[config.mk]
export PLATFORM = sky130hd
export DESIGN_NAME = wgt_pingpong_buf
export DESIGN_NICKNAME = d
export VERILOG_FILES = /design/src/rtl/wgt_pingpong_buf.sv
export SDC_FILE = /design/constraint.sdc
export NUM_CORES = 1
export LEC_CHECK = 0
export CAP_MARGIN = 20
export CORE_MARGIN = 3
export CORE_UTILIZATION = 40
export DETAILED_ROUTE_END_ITERATION = 8
export GPL_ROUTABILITY_DRIVEN = 0
export PLACE_DENSITY = 0.62
export SLEW_MARGIN = 0
export SYNTH_ARGS = -nofsm -noshare
export SYNTH_HDL_FRONTEND = slang
export SYNTH_SLANG_ARGS = --single-unit
export TNS_END_PERCENT = 30
[constraint.sdc]
create_clock -name clk -period 2.6 [get_ports clk]
set_input_delay 0.52 -clock clk [delete_from_list [all_inputs] [get_ports clk]]
set_output_delay 0.52 -clock clk [all_outputs]
set_load 0.05 [all_outputs]
[src/rtl/wgt_pingpong_buf.sv]
// Ping-pong weight buffer for a KxK PE array: the shadow bank fills row by row
// from a valid/ready stream while the active bank drives every PE in parallel.

module wgt_lane #(
  parameter int DATA_W = 8
) (
  input  logic              clk,
  input  logic              rst_n,
  input  logic              we,
  input  logic              sel,
  input  logic [DATA_W-1:0] din,
  output logic [DATA_W-1:0] dout
);
  logic [DATA_W-1:0] bank0, bank1;

  // Writes always target the shadow bank, i.e. the one not selected.
  always_ff @(posedge clk or negedge rst_n) begin
    if (!rst_n) begin
      bank0 <= '0;
      bank1 <= '0;
    end else if (we) begin
      if (sel) bank0 <= din;
      else     bank1 <= din;
    end
  end

  assign dout = sel ? bank1 : bank0;
endmodule

module wgt_pingpong_buf #(
  parameter int DATA_W = 8,
  parameter int WORD_W = 32,
  parameter int K      = 3
) (
  input  logic                          clk,
  input  logic                          rst_n,
  input  logic                          clr,
  input  logic                          in_valid,
  output logic                          in_ready,
  input  logic [WORD_W-1:0]             in_data,
  input  logic                          swap_req,
  output logic                          swap_ack,
  output logic [K*K*DATA_W-1:0]         wgt_out,
  output logic                          wgt_valid,
  output logic [$clog2(K+1)-1:0]        fill_cnt
);
  localparam int PE_NUM = K*K;
  localparam int CW     = $clog2(K+1);
  localparam logic [CW-1:0] LAST = CW'(K-1);

  typedef enum logic [1:0] {EMPTY, FILLING, FULL} state_t;

  state_t        state_q, state_d;
  logic [CW-1:0] cnt_q, cnt_d;
  logic          sel_q, sel_d;
  logic          swap_ack_q, wgt_valid_q;
  logic          accept, swap_take;

  // clr dominates both a beat and a swap on the same edge.
  assign in_ready  = (state_q != FULL);
  assign accept    = in_valid && in_ready && !clr;
  assign swap_take = swap_req && (state_q == FULL) && !clr;

  always_comb begin
    state_d = state_q;
    cnt_d   = cnt_q;
    sel_d   = sel_q;
    if (clr) begin
      state_d = EMPTY;
      cnt_d   = '0;
    end else if (swap_take) begin
      state_d = EMPTY;
      cnt_d   = '0;
      sel_d   = ~sel_q;
    end else if (accept) begin
      cnt_d   = cnt_q + 1'b1;
      state_d = (cnt_q == LAST) ? FULL : FILLING;
    end
  end

  always_ff @(posedge clk or negedge rst_n) begin
    if (!rst_n) begin
      state_q     <= EMPTY;
      cnt_q       <= '0;
      sel_q       <= 1'b0;
      swap_ack_q  <= 1'b0;
      wgt_valid_q <= 1'b0;
    end else begin
      state_q    <= state_d;
      cnt_q      <= cnt_d;
      sel_q      <= sel_d;
      swap_ack_q <= swap_take;
      if (swap_take) wgt_valid_q <= 1'b1;
    end
  end

  assign swap_ack  = swap_ack_q;
  assign wgt_valid = wgt_valid_q;
  assign fill_cnt  = cnt_q;

  // Lane n sits at row n/K, column n%K; column 0 takes the most significant weight.
  for (genvar n = 0; n < PE_NUM; n++) begin : g_lane
    localparam int ROW = n / K;
    localparam int COL = n % K;
    wgt_lane #(.DATA_W(DATA_W)) u_lane (
      .clk  (clk),
      .rst_n(rst_n),
      .we   (accept && (cnt_q == CW'(ROW))),
      .sel  (sel_q),
      .din  (in_data[(K-1-COL)*DATA_W +: DATA_W]),
      .dout (wgt_out[n*DATA_W +: DATA_W])
    );
  end

  if (WORD_W > K*DATA_W) begin : g_pad
    logic unused_hi;
    assign unused_hi = ^in_data[WORD_W-1:K*DATA_W];
  end
endmodule

Yosys cells after proc, flatten, opt, wreduce, memory -nomap -nowiden
Cells that the tools add are included.
- divide/modulo/power cells: 0
- multiply operators: 0
- bitwise logic cells: 2
- magnitude comparators: 0
- mux-type cells: 16
- $add $sub $neg: 1
- equality and inequality tests: 4
- reduce and logical (&&, ||, !) cells: 17
- shift operators: 0
- operators by type and width (cell ; count):
    $mux 8 ; 9
    $mux 2 ; 7
    $reduce_and 2->1 ; 7
    $logic_and 1x1->1 ; 7
    $eq 2x2->1 const B ; 2
    $reduce_bool 3->1 ; 1
    $add 2x1->2 const B ; 1
    $eq 2x1->1 const B ; 1
    $logic_not 2->1 ; 1
    $ne 2x2->1 const B ; 1
    $not 1->1 ; 2
    $logic_not 1->1 ; 1
- memories: 0
- word-level logic and storage cells: 63
- bits in latches: 0
- register bits after elaboration: 151
- memory bits (writable): 0
- bits of input ports: 37
- memory bits (read-only): 0
- output and inout bits: 77

Longest topological paths before layout
- word-level depth: 6
- mapped depth: 7
- gate-level depth less buffers: 5

Hierarchy
Synthesis repeated with hierarchy kept, for this count alone.
- cells, all modules: 433
- area total of the unflattened synthesis: 7121.8 um^2
- modules (own cells, without submodules) (module ; area an instance (um^2) ; cells an instance ; seq. area each (um^2) ; times used):
    wgt_lane ; 747.0 ; 44 ; 400.4 ; 9
    wgt_pingpong_buf ; 399.1 ; 37 ; 175.2 ; 1

Worst setup path before layout
No wires, ideal clock.
- kind: register to output
- from: reg sel_q
- to: out wgt_out[32]
- arrival: 1.630 ns
- setup slack: 0.450 ns
- stages on the path, launching flop included: 5
- cells stage by stage: dfrtp_1 -> clkbuf_1 -> clkbuf_1 -> buf_2 -> mux2_2
- word-level cells in the longest chain between the ends: 1
- RTL lines (what ; line ; RTL):
    start: declaration ; 55 ; logic sel_q, sel_d;
    start signal: assignment ; 91 ; sel_q <= sel_d;
    $mux 8 ; 27 ; assign dout = sel ? bank1 : bank0;
    end: declaration ; 43 ; output logic [K*K*DATA_W-1:0] wgt_out,
No other way between the ends.

Worst setup path after layout
- from: reg sel_q
- to: out wgt_out[21]
Same word-level chain as after synthesis.

==> results.md <==
* Rows at between 40 and 50
* Static Leakage at between 0.003 and 0.004 uW
* Nets at around 590
* First-pass GRT wire length at about 23000 um
* Pre-antenna DRT Iters at 4
* Total CTS buffers at 17
* Cell depth of the worst flop-to-flop path at 3
* Total I/O pin count at between 100 and 150
* Worst setup margin at 96.1 ps
* Max transition margin at between 50% and 60%
* Share of cells above drive strength 1 at a little under three fifths
* HPWL after DPL at 9510 um
* Post-synthesis compound-gate area fraction at less than 1%
* Post-CTS Hold Buffers at 0
* Power Dens Cells at about 1400 nW/um2
* Worst EP required at about 2100 ps
* Post-route ant nets at 0
* Starting density of the core at a little over two fifths
* Cell taking the most area after synthesis: dfrtp_1
* Sw Pwr at slightly above 5000 uW
* Vias per inst at 4.94
* CP cell instances: buf_12 -> mux2_2 -> dlygate4sd2_1
* Area growth syn-to-layout at 27.5%
* Post-synth net total at approximately 470
* Combinational share of power at 49.3%
* Adder-cell share of the synthesized area at less than 1%
* Largest net degree at the start of global routing at 63
* DR DRC count at 0
* Die width at 136 um
* Net Sw Frac at between 40% and 50%
* Total of max-cap violations at 0
* Clk buf depth at 2
* Peak supply drop at between 0.8 and 0.9 mV
* Post-Syn Instances at between 400 and 500
* Worst-path clk slew at 60 ps
* Mapped cell area at approximately 6800 um2
* Post-synth cell types at 26
* FMAX at 399 MHz
* Number of synthesized flops with an enable pin at 0
* Proportion of synthesized area in mux cells at a little under two fifths
* Syn Area/Cell at roughly 16 um2
* Syn. warnings at 0
* Filler cells at 1403
* Sequential-to-total area share from yosys stat at a little under three fifths
* Setup_tns at 0 ps
* Critical Path Start Type: flop
* CTS root buffer: clkbuf_16
* WS Path Type: flop to primary output
* Routed vias at about 3800
* Clock skew at approximately 8.8 ps
* Seq pwr share at slightly above 30%
* Ant. Diodes at 0
* R2r startpoint: sel_q
* CP max-delay cell: dfrtp_4
* WP buf/inv at 2
* Final setup vio count at 0
* Area contributors post-synth: dfrtp_1, mux2_2, mux2_4, nor4b_4, buf_2
* HP Class: primary input to async pin
* DP Worst Slack at around 62 ps
* Crit path max fanout at 19
* Crit path max-delay family: buffers and inverters
* Top cell type's share of synthesized area at between 50% and 60%
* Initial antenna violation count at 0
* Iter 0 DRT Violations at ~150
* Simple-gate share of the synthesized area at under 10%
* WL final at roughly 14000 um
* Clock power frac at between 10% and 20%
* WP data arrival at slightly below 2000 ps
* H-tree levels at 4
* Crit end category: primary output
* Reg2Reg Setup Slack at roughly 480 ps
* Clock period minus worst slack at about 2500 ps
* DR WL/cell at 18.2 um
* Slew @ Worst Pin at 680 ps
* Run status: complete, no violations
* Xor and xnor area share after synthesis at less than 1%
* Die Span Y at ~140 um
* Prevailing post-synth register cell: dfrtp_1
* Worst-Skew Late Latency at 410 ps
* Pins Over Slew Limit at 0
* Power Internal at ~7000 uW
* Yosys reg bits at between 150 and 200
* Final period util at between 90% and 100%
* CP peak stage delay at around 570 ps
* DIE AREA at between 15000 and 20000 um2
* R2R Path End: g_lane[7].u_lane.bank1[3]
* Vias in the first global route at roughly 4300
* TritonCTS clock tree: done
* GRT Overall Usage at roughly 16%
* Largest family of logic cells by synthesized area: multiplexers
* Core area at ~16000 um2
* # clock sinks at ~150
* GRT Residual Overflow at 0
* Asr flop ratio synth at 100%
* Final Hold Fails at 0
* I/O Buffers at approximately 110
* RSZ-0062 raised after global routing: no
## stage by stage
stage | utilization (%) | cell area (um2) | std cells | hold WS (ps) | power (uW)
6_report | 53.1 | 8610 | 778 | 83.2 | 12200
2_1_floorplan | - | 6750 | 427 | 224 | 8320
3_3_place_gp | 49.6 | 8050 | 743 | 453 | 10000
4_1_cts | 52.9 | 8590 | 775 | 89.0 | 12400
5_1_grt | 53.1 | 8610 | 778 | 116 | 12800
3_5_place_dp | 49.6 | 8050 | 743 | 461 | 10200
## cells in the mapped netlist (3+ instances only)
| master | instances |
|---|---|
| mux2_4 | 20 |
| buf_2 | 12 |
| mux2_2 | 194 |
| ha_1 | 3 |
| dfrtp_1 | 151 |
| nand2_1 | 6 |
| buf_4 | 8 |
| nor4b_4 | 3 |
| inv_1 | 4 |
| or3_1 | 3 |
## cell families (layout without fill, tap and decap cells)
kind of cell             after synthesis  after routing
AND/OR/NAND/NOR                       20             20
flip-flops                           151            151
XOR/XNOR                               2              2
AO/OA/AOI/OAI                          5              5
adder cells (fa/ha/maj)                3              3
multiplexers                         216            216
buffers and inverters                 30            165
## sequential cells by signal, indices dropped and copies added, names as in the netlist
signal / cells
fill_cnt: 2
g_lane.u_lane.bank0: 72
g_lane.u_lane.bank1: 72
sel_q: 1
state_q: 2
swap_ack: 1
wgt_valid: 1
## power by group through the flow
stage          Clock, uW  Sequential [uW]  Combinational, uW
2_1_floorplan          0             3660               4650
3_3_place_gp           0             3770               6270
3_5_place_dp           0             3840               6330
4_1_cts             2490             3800               6070
5_1_grt             2600             3920               6310
6_report            2420             3780               6030
## layout by cell type (no fill, tap or decap), drive strengths merged, types with 3 or more instances in the layout
cell type        n
clkinv           5
dlygate4sd2     42
clkdlybuf4s50   31
clkbuf          19
ha               3
nand2            6
nor4b            3
buf             56
or3              3
inv              6
mux2           216
dfrtp          151
clkinvlp         4
## worst max-delay path by stage
stage | start | end | slack (ps) | depth (start not counted)
2_1_floorplan | sel_q | wgt_out[32] | 450 | 4
3_3_place_gp | in_valid | g_lane[7].u_lane.bank1[5] | 100 | 4
3_5_place_dp | in_valid | g_lane[7].u_lane.bank1[3] | 60 | 4
4_1_cts | sel_q | wgt_out[5] | 30 | 3
5_1_grt | state_q[0] | in_ready | 10 | 3
6_report | sel_q | wgt_out[21] | 100 | 3
## metal layers
layer  global-route usage (%)  wire, um  vias to the layer above
met5                        0         0                        -
li1                         -         -                     1765
met3                     3.70       531                       11
met4                     5.38       165                        0
met1                     20.8      6300                     2000
met2                     27.6      7140                       67
## timing repair
| action | 4_1_cts | 5_1_grt |
|---|---|---|
| resized for setup | 44 | 0 |
| endpoints found under the setup margin | 59 | 8 |
| setup buffers | 0 | 3 |
## cell type report
cell class | count | area (um2) | area share [%]
Clock buffer | 19 | 443 | 5.14
Clock inverter | 13 | 148 | 1.71
Inverter | 4 | 15.0 | 0.174
Multi-Input combinational cell | 246 | 2790 | 32.3
Sequential cell | 151 | 3780 | 43.9
Tap cell | 216 | 270 | 3.14
Timing Repair Buffer | 129 | 1170 | 13.6
Note: power is estimated with default switching activity, not from simulation.
